$ cat src/rtl/pcie_phy_pkg.sv
// Symbols and receiver state shared by the PCIe PHY serializer/deserializer pair.
package pcie_phy_pkg;

  localparam logic [7:0] COM = 8'hBC;
  localparam logic [7:0] IDL = 8'h7C;

  typedef enum logic [1:0] {
    HUNT,
    SYNC,
    ACTIVE
  } rx_state_t;

endpackage

$ cat src/rtl/com_aligner.sv
// Byte-alignment tracker: locks onto COM symbols and flags byte boundaries once active.
module com_aligner #(
  parameter logic [7:0]  COM        = pcie_phy_pkg::COM,
  parameter int unsigned SYNC_COUNT = 4
) (
  input  logic       clk_32f,
  input  logic       reset_L,
  input  logic [7:0] nxt,
  output logic       boundary,
  output logic       active
);
  import pcie_phy_pkg::*;

  localparam logic [3:0] SYNC_N = 4'(SYNC_COUNT);

  rx_state_t  state;
  rx_state_t  state_next;
  logic [2:0] bit_cnt;
  logic [2:0] bit_cnt_next;
  logic [3:0] com_cnt;
  logic [3:0] com_cnt_next;
  logic       is_com;

  assign is_com   = (nxt == COM);
  assign boundary = (state == ACTIVE) && (bit_cnt == 3'd7);

  always_ff @(posedge clk_32f or negedge reset_L) begin
    if (!reset_L) begin
      state   <= HUNT;
      bit_cnt <= 3'd0;
      com_cnt <= 4'd0;
      active  <= 1'b0;
    end else begin
      state   <= state_next;
      bit_cnt <= bit_cnt_next;
      com_cnt <= com_cnt_next;
      active  <= (state_next == ACTIVE);
    end
  end

  always_comb begin
    state_next   = state;
    bit_cnt_next = bit_cnt + 3'd1;
    com_cnt_next = com_cnt;
    case (state)
      HUNT: begin
        // Any cycle can be a boundary until a COM pins it down.
        bit_cnt_next = 3'd0;
        if (is_com) begin
          state_next   = SYNC;
          com_cnt_next = 4'd1;
        end
      end
      SYNC: begin
        if (bit_cnt == 3'd7) begin
          if (is_com && ((com_cnt + 4'd1) == SYNC_N)) begin
            state_next   = ACTIVE;
            com_cnt_next = SYNC_N;
          end else if (is_com) begin
            com_cnt_next = com_cnt + 4'd1;
          end else begin
            state_next   = HUNT;
            com_cnt_next = 4'd0;
          end
        end
      end
      ACTIVE: begin
        state_next = ACTIVE;
      end
      default: begin
        state_next   = HUNT;
        com_cnt_next = 4'd0;
      end
    endcase
  end

endmodule

$ cat src/rtl/serial_paralelo.sv
// Serial-to-parallel PCIe lane receiver: MSB-first deserializer with COM-based byte alignment.
module serial_paralelo #(
  parameter logic [7:0]  COM        = pcie_phy_pkg::COM,
  parameter int unsigned SYNC_COUNT = 4
) (
  input  logic       clk_32f,
  input  logic       reset_L,
  input  logic       data_in,
  output logic [7:0] data_out,
  output logic       valid_out,
  output logic       active
);

  logic [7:0] sr;
  logic [7:0] nxt;
  logic       boundary;

  assign nxt = {sr[6:0], data_in};

  com_aligner #(
    .COM        (COM),
    .SYNC_COUNT (SYNC_COUNT)
  ) u_aligner (
    .clk_32f  (clk_32f),
    .reset_L  (reset_L),
    .nxt      (nxt),
    .boundary (boundary),
    .active   (active)
  );

  always_ff @(posedge clk_32f or negedge reset_L) begin
    if (!reset_L) begin
      sr <= 8'h00;
    end else begin
      sr <= nxt;
    end
  end

  // COM bytes in the active stream are idle fill: drop valid but keep the last data byte.
  always_ff @(posedge clk_32f or negedge reset_L) begin
    if (!reset_L) begin
      data_out  <= 8'h00;
      valid_out <= 1'b0;
    end else if (boundary) begin
      if (nxt != COM) begin
        data_out  <= nxt;
        valid_out <= 1'b1;
      end else begin
        valid_out <= 1'b0;
      end
    end
  end

endmodule

$ cat config.mk
export PLATFORM = sky130hd
export DESIGN_NAME = serial_paralelo
export DESIGN_NICKNAME = d
export VERILOG_FILES = /design/src/rtl/pcie_phy_pkg.sv /design/src/rtl/com_aligner.sv /design/src/rtl/serial_paralelo.sv
export SDC_FILE = /design/constraint.sdc
export NUM_CORES = 1
export LEC_CHECK = 0
export ABC_AREA = 1
export CORE_UTILIZATION = 50
export DETAILED_ROUTE_END_ITERATION = 16
export GPL_TIMING_DRIVEN = 0
export PLACE_DENSITY = 0.74
export SLEW_MARGIN = 15
export SYNTH_ARGS = -nofsm -noshare
export SYNTH_HDL_FRONTEND = slang
export SYNTH_SLANG_ARGS = --single-unit
$ cat constraint.sdc
create_clock -name clk_32f -period 2.2 [get_ports clk_32f]
set_input_delay 0.44 -clock clk_32f [delete_from_list [all_inputs] [get_ports clk_32f]]
set_output_delay 0.44 -clock clk_32f [all_outputs]
set_load 0.03 [all_outputs]
-- Yosys cells after proc, flatten, opt, wreduce, memory -nomap -nowiden
Index checks and enable logic that the tools add are counted.
- mux-type cells: 12
- reductions and logical operators: 5
- equal/unequal tests: 9
- $add $sub $neg: 2
- bitwise logic cells: 1
- operator list (operator ; number):
    $mux W4 ; 4
    $pmux W4 S3 ; 1
    $eq A8 B8 Y1 const B ; 1
    $mux W2 ; 4
    $ne A8 B8 Y1 const B ; 1
    $pmux W2 S3 ; 1
    $add A4 B1 Y4 const B ; 1
    $eq A2 B2 Y1 const B ; 2
    $eq A4 B3 Y1 const B ; 1
    $ne A2 B1 Y1 const B ; 2
    $add A3 B1 Y3 const B ; 1
    $eq A3 B3 Y1 const B ; 1
    $mux W3 ; 1
    $reduce_and A3 Y1 ; 1
    $eq A2 B1 Y1 const B ; 1
    $logic_and A1 B1 Y1 ; 2
    $logic_not A2 Y1 ; 1
    $reduce_and A2 Y1 ; 1
    $mux W1 ; 1
    $not A1 Y1 ; 1
- register bits: 26
- output and inout port bits: 10
- input port bits: 3
- word-level logic and storage cells: 36

-- Longest topological paths before layout
Gate-level depths: netlist (run 1).
- depth after elaboration: 7
- mapped depth: 9
- mapped depth without buffers: 9

-- Modules after synthesis
From an unflattened synthesis (run 1), not the netlist that was laid out.
- cells, all modules: 124
- area total of the unflattened synthesis: 1147.4 sq um
- modules (own cells, without submodules) (module ; seq. area each (sq um) ; area each (sq um) ; instances ; cells each):
    serial_paralelo ; 400.4 ; 584.3 ; 1 ; 54
    com_aligner ; 250.2 ; 563.0 ; 1 ; 70

-- Least setup slack after synthesis (run 1)
No wires, ideal clock.
- kind: register -> register
- start: register u_aligner.bit_cnt[0]
- end: register data_out[0]
- path slack: 0.901 ns
- period minus slack after synthesis: 1.299 ns
- library setup time: 0.121 ns
- buffers on the path: 1
- required time: 2.079 ns
- data arrival time: 1.178 ns
- cell stages (with the launch flop): 8
- cells stage by stage: dfrtp_1 ha_1 ha_1 inv_1 nor2_4 nand2_2 buf_6 o21ai_1
- longest elaborated chain between the ends: 3
- RTL lines (what ; line ; source):
    from (decl) ; com_aligner.sv:18 ; logic [2:0] bit_cnt;
    from (signal assigned) ; com_aligner.sv:35 ; bit_cnt <= bit_cnt_next;
    $eq A3 B3 Y1 ; com_aligner.sv:25 ; assign boundary = (state == ACTIVE) && (bit_cnt == 3'd7);
    $logic_and A1 B1 Y1 ; com_aligner.sv:25 ;
    $reduce_and A2 Y1 (no source line) ; -- ;
    to (signal assigned) ; serial_paralelo.sv:46 ; data_out <= nxt;
    to (decl) ; serial_paralelo.sv:9 ; output logic [7:0] data_out,
No other way between the ends.
A chain may end at the register's enable or synchronous reset.

-- Worst setup path in the final report (run 1)
- start: register data_out[1]
- end: output data_out[1]
No word-level cell between the ends.

==> impl_summary.log, run 1 <==
[metrics] fill cell instance count of the final layout: 177
[metrics] core region area: 2020 sq um
[metrics] DIE HEIGHT: 49.1 um
[metrics] maximum vdd ir drop: 0.501 mV
[metrics] clock tree from TritonCTS: yes
[metrics] most frequent cells in the layout: 31 x sky130_fd_sc_hd__nand2_1, 26 x sky130_fd_sc_hd__dfrtp_1, 18 x sky130_fd_sc_hd__inv_1, 13 x sky130_fd_sc_hd__nand3_1
[metrics] clock slew at the register clock pins of the worst setup and hold paths: 0.13 ns
[metrics] critical path depth in cells: 1
[metrics] Hold Violations, Final: 0
[metrics] Avg WL per Cell: 11.7 um
[metrics] Avg Cell Area, Syn: 9.23 sq um
[metrics] combined global-route utilization of all metal layers: 18.9%
[metrics] # H-tree levels: 1
[metrics] Yosys reg bits: 26
[metrics] critical path required time: 1.76 ns
[metrics] total gr overflow: 0
[metrics] worst-case clock skew: 0.00284 ns
[metrics] Setup TNS: 0 ns
[metrics] detailed-route wire length: 1900 um
[metrics] commonest non-fill, non-tap cell in the layout: sky130_fd_sc_hd__nand2_1
[metrics] Setup crit end kind: output pin
[metrics] largest buffer count on any clock path: 2
[metrics] number of buffers inserted by port buffering: 12
[metrics] # IOs: 13
[metrics] ratio of routed vias to standard cells: a little over 5
[metrics] f_max: 546 MHz
[metrics] max-capacitance violation count: 0
[metrics] ratio of cells with drive above 1 in the final layout: 8.82%
[metrics] cell at the root of the clock tree: sky130_fd_sc_hd__clkbuf_4
[metrics] Cell Chain, Critical Path: clkdlybuf4s50_1
[metrics] largest net degree at the start of global routing: 27
[metrics] leak pwr: between 0.6 and 0.7 nW
[metrics] relative area change from synthesis to final layout: 16.7%
[metrics] path type of the worst min-delay path: in -> async
[metrics] crit path kind: reg -> out
[metrics] Hold Buf Count CTS: 0
[metrics] Total Die Area: 2410 sq um
[metrics] number of clock sinks: 26
[metrics] final antenna diode count: 0
[metrics] data arrival time of the worst path: 1.39 ns
[metrics] global placer's final weighted congestion: between 0.7 and 0.8
[metrics] post-route insts no fill: 163
[metrics] clock insertion delay at the later pin of the skew report: about 0.32 ns
[metrics] RSZ-0062 raised after global routing: false
[metrics] sequential-to-total area share from yosys stat: 58.8%
[metrics] antenna violations before repair: 0
[metrics] post-synth design cell area: 1110 sq um
[metrics] number of gates resized after cts: 0
[metrics] routed vias: 828
[metrics] number of buffers added by the clock tree synthesis step: 3
[metrics] kind of cell with the highest combined delay on the critical path: buffers and inverters
[metrics] Critical Path Slowest Stage Cell: sky130_fd_sc_hd__clkdlybuf4s50_1
[metrics] placed wire-length estimate after detailed placement: 1370 um
[metrics] measured slew at the worst slew-check pin: 0.547 ns
[metrics] Post-Syn Instances: 120
[metrics] cell count after placement: about 160
[metrics] vias in the first global route: 827
[metrics] largest fanout on the critical path: 2
[metrics] Setup Buffers After CTS: 0
[metrics] global-route wire length before repair: 3430 um
[metrics] Worst R2R Path Depth: 8
[metrics] number of optimization iterations in the first detailed-route pass: 4
[metrics] Yosys warning count: 0
[metrics] time the worst path needs with I/O delays and setup: 1.83 ns
[metrics] fin nets: approximately 140
[metrics] Antenna Nets Post-Route: 0
[metrics] status: finished clean
[metrics] total nets after synthesis: 126
[metrics] worst path bufs/invs: 1
[metrics] overall die width: 49.1 um
[metrics] number of DRC markers in iteration 0: 20
[metrics] starting density of the core: 54.8%
[metrics] worst slew slack as a fraction of its limit: a little under two thirds
[metrics] row count: 16
[metrics] slowest cell delay on critical path: 0.69 ns
[metrics] cell area power density: between 600 and 700 nW/um^2
[metrics] final count of negative-setup-slack endpoints: 0
[metrics] type of origin of the critical path: flop
[metrics] DRC Markers: 0
[metrics] number of distinct library cells after synthesis: 15
[metrics] number of pins exceeding their max-slew limit in the final report: 0
[metrics] Final period util: just over 80%
[logic make-up (layout without fill, tap and decap cells)]
| group | after synthesis | after routing | synth area share [%] |
|---|---|---|---|
| AND/OR/NAND/NOR | 64 | 64 | 26.6 |
| flip-flops | 26 | 26 | 58.8 |
| buffers and inverters | 19 | 35 | 7.12 |
| adder cells (fa/ha/maj) | 3 | 3 | 3.39 |
| AO/OA/AOI/OAI | 8 | 8 | 4.18 |
[power breakdown]
group	internal, W	leakage (nW)	switching, W
registers	0.000492	0.304	0.00000970
logic	0.0000206	0.322	0.0000364
clock network	0.000101	0.0210	0.000138
total	0.000614	0.647	0.000184
[synthesized netlist by cell type]
cell	count	area share [%]
sky130_fd_sc_hd__buf_6	1	1.0
sky130_fd_sc_hd__dfrtp_1	26	59
sky130_fd_sc_hd__ha_1	3	3.4
sky130_fd_sc_hd__inv_1	18	6.1
sky130_fd_sc_hd__nand2_1	31	11
sky130_fd_sc_hd__nand2_2	3	1.7
sky130_fd_sc_hd__nand3_1	13	5.9
sky130_fd_sc_hd__nand4_1	4	2.3
sky130_fd_sc_hd__nor2_1	11	3.7
sky130_fd_sc_hd__nor2_4	1	1.0
sky130_fd_sc_hd__nor3_4	1	1.5
sky130_fd_sc_hd__o211ai_1	1	0.68
sky130_fd_sc_hd__o21ai_0	4	1.8
sky130_fd_sc_hd__o21ai_1	2	0.90
sky130_fd_sc_hd__o21ai_2	1	0.79
[metrics by stage]
| step | total power (W) | worst slack (ns) | utilization, % | hold WS (ns) | cell area, sq um |
|---|---|---|---|---|---|
| after floorplan | 0.000537 | 0.901 | - | 0.144 | 1110 |
| after global placement | 0.000569 | 0.399 | 62.4 | 0.357 | 1260 |
| after detailed placement | 0.000571 | 0.362 | 62.4 | 0.367 | 1260 |
| after CTS | 0.000809 | 0.350 | 64.2 | 0.399 | 1300 |
| after global routing | 0.000827 | 0.330 | 63.9 | 0.129 | 1290 |
| final | 0.000798 | 0.370 | 63.9 | 0.0771 | 1290 |
[flip-flops by register name, indices dropped and copies added, names as in the netlist]
name / cells
valid_out: 1
u_aligner.state: 2
u_aligner.bit_cnt: 3
data_out: 8
u_aligner.active: 1
sr: 7
u_aligner.com_cnt: 4
[layer usage]
metal	GRT usage, %	share of wire, %
met5	0	0
met4	9.80	2.1
met3	2.80	3.2
met2	29.7	48
met1	25.2	47
[final timing paths]
| path | start | endpoint | slack (ns) |
|---|---|---|---|
| worst max register to register | u_aligner.bit_cnt[0] | data_out[3] | 0.76 |
| worst max-delay path | data_out[1] | data_out[1] | 0.37 |
| worst min register to register | sr[5] | sr[6] | 0.40 |
| worst min-delay path | reset_L | data_out[5] | 0.08 |
| min in group clk_32f | sr[5] | sr[6] | 0.40 |
| max in group asynchronous | reset_L | u_aligner.bit_cnt[2] | 1.76 |
[final cells by class]
class	count	area, sq um	share of cell area [%]
well taps	27	33.8	2.61
repair buffers	12	115	8.91
plain buffers	1	11.3	0.871
multi-input cells	75	378	29.2
inverters	18	67.6	5.23
clock buffers	4	36.3	2.81
flip-flops and latches	26	651	50.3
Note: power is estimated with default switching activity, not from simulation.
==> run 2: changes to the inputs <==
--- a/config.mk
+++ b/config.mk
@@ -6,7 +6,7 @@
 export NUM_CORES = 1
 export LEC_CHECK = 0
 export ABC_AREA = 1
-export CORE_UTILIZATION = 50
+export CORE_UTILIZATION = 48
 export DETAILED_ROUTE_END_ITERATION = 16
 export GPL_TIMING_DRIVEN = 0
 export PLACE_DENSITY = 0.74
==> constraint.sdc (replaced) <==
create_clock -name clk_32f -period 1.5 [get_ports clk_32f]
set_input_delay 0.3 -clock clk_32f [delete_from_list [all_inputs] [get_ports clk_32f]]
set_output_delay 0.3 -clock clk_32f [all_outputs]
set_load 0.03 [all_outputs]
==> run 2 against run 1 <==
Cell count grew 2.5%. Die area grew 4.0%. Worst hold slack gained 0.31 ns. Sequential power grew 46%. Clock skew grew 0.0099 ns. Largest cell class unchanged.
==> impl_summary.log, run 2 (synthesized netlist as in run 1, its figures left out) <==
[metrics] Top reg by flops: data_out
[metrics] Cell Chain, Critical Path: dlygate4sd2_1
[metrics] critical path required time: 1.20 ns
[metrics] slowest cell delay on critical path: 0.40 ns
[metrics] number of optimization iterations in the first detailed-route pass: 4
[metrics] worst path bufs/invs: 1
[metrics] type of origin of the critical path: flop
[metrics] Avg WL per Cell: 11.9 um
[metrics] max reg flops: 8
[metrics] placed instance area: 1260 sq um
[metrics] largest fanout on the critical path: 2
[metrics] ratio of cells with drive above 1 in the final layout: 10.8%
[metrics] leak pwr: between 0.6 and 0.7 nW
[metrics] global placer's final weighted congestion: 0.891
[metrics] Setup crit end kind: output pin
[metrics] core region area: 2190 sq um
[metrics] routed vias: around 800
[metrics] worst slew slack as a fraction of its limit: between 60% and 70%
[metrics] DRC Markers: 0
[metrics] antenna violations before repair: 0
[metrics] cell at the root of the clock tree: sky130_fd_sc_hd__clkbuf_4
[metrics] Critical Path Slowest Stage Cell: sky130_fd_sc_hd__dlygate4sd2_1
[metrics] kind of cell with the highest combined delay on the critical path: buffers and inverters
[metrics] # IOs: 13
[metrics] measured slew at the worst slew-check pin: approximately 0.56 ns
[metrics] DIE HEIGHT: 50.0 um
[metrics] clock insertion delay at the later pin of the skew report: between 0.3 and 0.4 ns
[metrics] Total Die Area: 2500 sq um
[metrics] setup ws final: approximately 0.1 ns
[metrics] largest net degree at the start of global routing: 27
[metrics] largest buffer count on any clock path: 2
[metrics] number of buffers added by the clock tree synthesis step: 3
[metrics] ratio of routed vias to standard cells: 4.88
[metrics] Hold Violations, Final: 0
[metrics] Final period util: between 90 and 100%
[metrics] number of buffers inserted by port buffering: 12
[metrics] slack of the worst reg-to-reg path: 0.1 ns
[metrics] clock slew at the register clock pins of the worst setup and hold paths: 0.15 ns
[metrics] # H-tree levels: 1
[metrics] detailed-route wire length: 1980 um
[metrics] clock tree from TritonCTS: yes
[metrics] placed wire-length estimate after detailed placement: 1440 um
[metrics] row count: 17
[metrics] Setup TNS: 0 ns
[metrics] number of pins exceeding their max-slew limit in the final report: 0
[metrics] starting density of the core: between 50% and 60%
[metrics] time the worst path needs with I/O delays and setup: 1.40 ns
[metrics] largest registers in the final layout: data_out (8), sr (7), u_aligner.com_cnt (4)
[metrics] f_max: 713 MHz
[metrics] final cell area excluding filler cells: 1320 sq um
[metrics] vias in the first global route: 767
[metrics] global-route wire length before repair: 3240 um
[metrics] launching instance or port of the critical path: data_out[6]
[metrics] status: finished clean
[metrics] source of the worst hold timing path: sr[5]
[metrics] final count of negative-setup-slack endpoints: 0
[metrics] R2R Path Start: u_aligner.bit_cnt[0]
[metrics] crit path kind: reg -> out
[metrics] number of clock sinks: 26
[metrics] path type of the worst min-delay path: reg -> reg
[metrics] final antenna diode count: 0
[metrics] RSZ-0062 raised after global routing: false
[metrics] relative area change from synthesis to final layout: 19.4%
[metrics] final core utilization: 60.4%
[metrics] total gr overflow: 0
[metrics] data arrival time of the worst path: 1.10 ns
[metrics] max-capacitance violation count: 0
[metrics] worst-case clock skew: between 0.01 and 0.015 ns
[metrics] maximum vdd ir drop: 0.617 mV
[metrics] number of DRC markers in iteration 0: 18
[metrics] Fin Hold WS: 0.385 ns
[metrics] cell area power density: 976 nW/um^2
[metrics] Antenna Nets Post-Route: 0
[metrics] post-place setup slack: -0.182 ns
[metrics] overall die width: 50.0 um
[metrics] fill cell instance count of the final layout: 205
[metrics] commonest non-fill, non-tap cell in the layout: sky130_fd_sc_hd__nand2_1
[metrics] combined global-route utilization of all metal layers: 17.6%
[metrics] most frequent cells in the layout: 31 x sky130_fd_sc_hd__nand2_1, 26 x sky130_fd_sc_hd__dfrtp_1, 17 x sky130_fd_sc_hd__inv_1, 13 x sky130_fd_sc_hd__nand3_1, 11 x sky130_fd_sc_hd__nor2_1
[metrics] fin nets: 146
-- run 2: cell count changes in the layout (fill, tap and decap cells not counted) --
cell	delta
sky130_fd_sc_hd__inv_1	-1
sky130_fd_sc_hd__clkdlybuf4s50_1	-10
sky130_fd_sc_hd__dlygate4sd2_1	+10
sky130_fd_sc_hd__bufinv_16	+1
sky130_fd_sc_hd__buf_4	+2
sky130_fd_sc_hd__dlygate4sd3_1	+1
sky130_fd_sc_hd__clkbuf_8	-1
sky130_fd_sc_hd__inv_2	+1
-- run 2: what timing repair did --
| action | CTS | global route |
|---|---|---|
| pin swaps | 0 | 1 |
| gates cloned | 0 | 0 |
| hold endpoints to repair | 0 | 6 |
| buffers inserted | 0 | 2 |
| resized for setup | 10 | 1 |
| endpoints found under the setup margin | 10 | 11 |
| hold buffers | 0 | 1 |
-- run 2: power breakdown --
part           internal [W]  switching [W]
Combinational     0.0000235      0.0000543
Clock              0.000270       0.000207
Sequential         0.000722      0.0000134
Total               0.00102       0.000275
-- run 2: final timing paths --
kind | to | cells past startpoint
min in group asynchronous | sr[6] | 2
max in group asynchronous | u_aligner.bit_cnt[1] | 2
setup reg to reg | data_out[5] | 8
hold / removal | sr[6] | 0
setup / recovery | data_out[6] | 1
hold reg to reg | sr[6] | 0
-- run 2: per-layer routing --
layer / vias up / GRT usage [%] / part of all wire (%)
met1: 376 / 23.7 / 49
met5: - / 0 / 0
met2: 15 / 26.9 / 46
met3: 4 / 3.09 / 2.8
li1: 420 / - / -
met4: 0 / 9.05 / 1.9
-- run 2: cell type report --
class | count | area [sq um] | share of cell area (%)
buffer | 1 | 11.3 | 0.851
clock buffer | 3 | 22.5 | 1.70
clock inverter | 1 | 30.0 | 2.27
inverter | 18 | 67.6 | 5.11
multi-input combinational | 75 | 378 | 28.6
sequential | 26 | 651 | 49.2
tap | 28 | 35.0 | 2.65
timing repair buffer | 15 | 128 | 9.65
-- run 2: stage by stage --
step	power, W	cells
4_1_cts	0.00130	164
5_1_grt	0.00133	167
3_5_place_dp	0.000837	160
6_report	0.00129	167
3_3_place_gp	0.000834	160
2_1_floorplan	0.000787	120
==> RTL edit (flow settings as in run 2) <==
Add an input register stage for `data_in`; this delays it by one clock.
--- a/src/rtl/serial_paralelo.sv
+++ b/src/rtl/serial_paralelo.sv
@@ -12,9 +12,15 @@
 );
 
+  logic data_q;
+
+  always_ff @(posedge clk_32f) begin
+    data_q <= data_in;
+  end
+
   logic [7:0] sr;
   logic [7:0] nxt;
   logic       boundary;
 
-  assign nxt = {sr[6:0], data_in};
+  assign nxt = {sr[6:0], data_q};
 
   com_aligner #(
Formal check against the unedited RTL: same outputs for any inputs over 10 cycles, from zero or initial values and one cycle with reset_L low; that may be too few to reach the edited logic, so the function may still have changed.
==> RTL edit against run 2 <==
  * Sequential cell count rose by 1
  * Power is 11% lower
  * Routed wire length is 0.91% higher
  * Maximum frequency is 2.2% lower
  * Cell area down 0.76%
  * Clock skew down 0.0063 ns
  * Setup slack got worse by 0.031 ns
  * Die area rose by 1.7%
  * Synthesized area rose by 1.8%
==> RTL edit: results (changes against run 2) <==
* Status: completed
* Final RePlAce weighted congestion at 0.816 (-8.4%)
* DRT Wirelength at 2000 um (+0.91%)
* Share of layout cells above drive strength 1 at 10.1% (-0.72 points)
* Hold Crit Class: in -> reg
* Grt met2 use at 30.7% (+3.8 points)
* Fillers at 207 (+0.98%)
* Sequential area share after synthesis at 59.5% (+0.73 points)
* Worst hold path startpoint: data_in
* WHS Path Cells at 1 (+1)
* Final HPWL DP at 1450 um (+0.61%)
* Global-route wire length before repair at 3400 um (+4.9%)
* Post-synth ARST share at 96.3% (-3.7 points)
* Pleak at 0.712 nW (+5.1%)
* Worst r2r dst: data_out[3]
* Vias per cell at 5.10 (+4.5%)
* Synth area leaders: dfrtp_1 (58%), nand2_1 (10%), inv_1 (6.0%)
* Syn Nets at 127 (+0.79%)
* M3 GR Usage at 3.94% (+0.85 points)
* GRT Total Usage at 18.4% (+0.76 points)
* Met1 Resource Use GR at 21.1% (-2.7 points)
* Vias at 852 (+4.5%)
* Peak VDD IR at 0.000567 V (-8.2%)
* Tightest Pin Transition at 0.566 ns (+0.00371 ns)
* Syn Inst Count at 121 (+0.83%)
* Later-pin clock latency in the skew report at 0.34 ns (+0.02 ns)
* Internal Pwr Total at 0.000868 W (-15%)
-- RTL edit: cell count changes after synthesis, sizes merged --
cell / change
dfxtp: +1
-- RTL edit: logic make-up after synthesis --
kind of cell             after synthesis  share of synthesized area (%)
flip-flops                            27                           59.5
adder cells (fa/ha/maj)                3                           3.33
buffers and inverters                 19                           6.99
AND/OR/NAND/NOR                       64                           26.1
AO/OA/AOI/OAI                          8                           4.11
-- RTL edit: per-stage QoR --
| stage | hold WS, ns | setup WS, ns | area [um2] |
|---|---|---|---|
| 5_1_grt | 0.384 | 0.0151 | 1310 |
| 2_1_floorplan | 0.00441 | 0.201 | 1130 |
| 3_5_place_dp | 0.372 | -0.188 | 1280 |
| 4_1_cts | 0.376 | 0.0553 | 1300 |
| 3_3_place_gp | 0.358 | -0.184 | 1280 |
| 6_report | 0.382 | 0.0671 | 1310 |
-- RTL edit: area by class of cell --
cell class                      instances  share of cell area [%]
Buffer                                  1                   0.858
Clock buffer                            3                    1.72
Clock inverter                          1                   0.572
Inverter                               18                    5.15
Multi-Input combinational cell         75                    28.8
Sequential cell                        27                    51.1
Tap cell                               28                    2.67
Timing Repair Buffer                   14                    9.15
-- RTL edit: worst max-delay path by stage --
| stage | cells past startpoint | endpoint | startpoint |
|---|---|---|---|
| floorplan | 7 | data_out[0] | u_aligner.bit_cnt[0] |
| global placement | 1 | u_aligner.bit_cnt[1] | reset_L |
| detailed placement | 1 | u_aligner.com_cnt[0] | reset_L |
| CTS | 1 | data_out[6] | data_out[6] |
| global route | 9 | u_aligner.com_cnt[2] | u_aligner.bit_cnt[0] |
| finish | 1 | data_out[1] | data_out[1] |
-- RTL edit: repair_timing --
| action | in CTS | in global routing |
|---|---|---|
| cloned | 0 | 0 |
| buffers inserted | 0 | 1 |
| gates resized for setup | 10 | 1 |
| pin swaps | 0 | 1 |
| hold buffers | 0 | 1 |
| endpoints found under the setup margin | 10 | 10 |
| endpoints found under the hold margin | 0 | 26 |
-- RTL edit: power groups by stage --
stage	combinational [W]	sequential (W)	clock [W]
2_1_floorplan	0.0000289	0.000776	0
3_3_place_gp	0.0000516	0.000779	0
3_5_place_dp	0.0000545	0.000781	0
4_1_cts	0.0000547	0.000767	0.000335
5_1_grt	0.0000631	0.000770	0.000353
6_report	0.0000538	0.000767	0.000326
-- RTL edit: per-layer routing --
metal / part of all wire, % / wire [um]
met1: 46 / 924
met2: 48 / 968
met3: 2.7 / 54
met4: 2.7 / 53
met5: 0 / 0
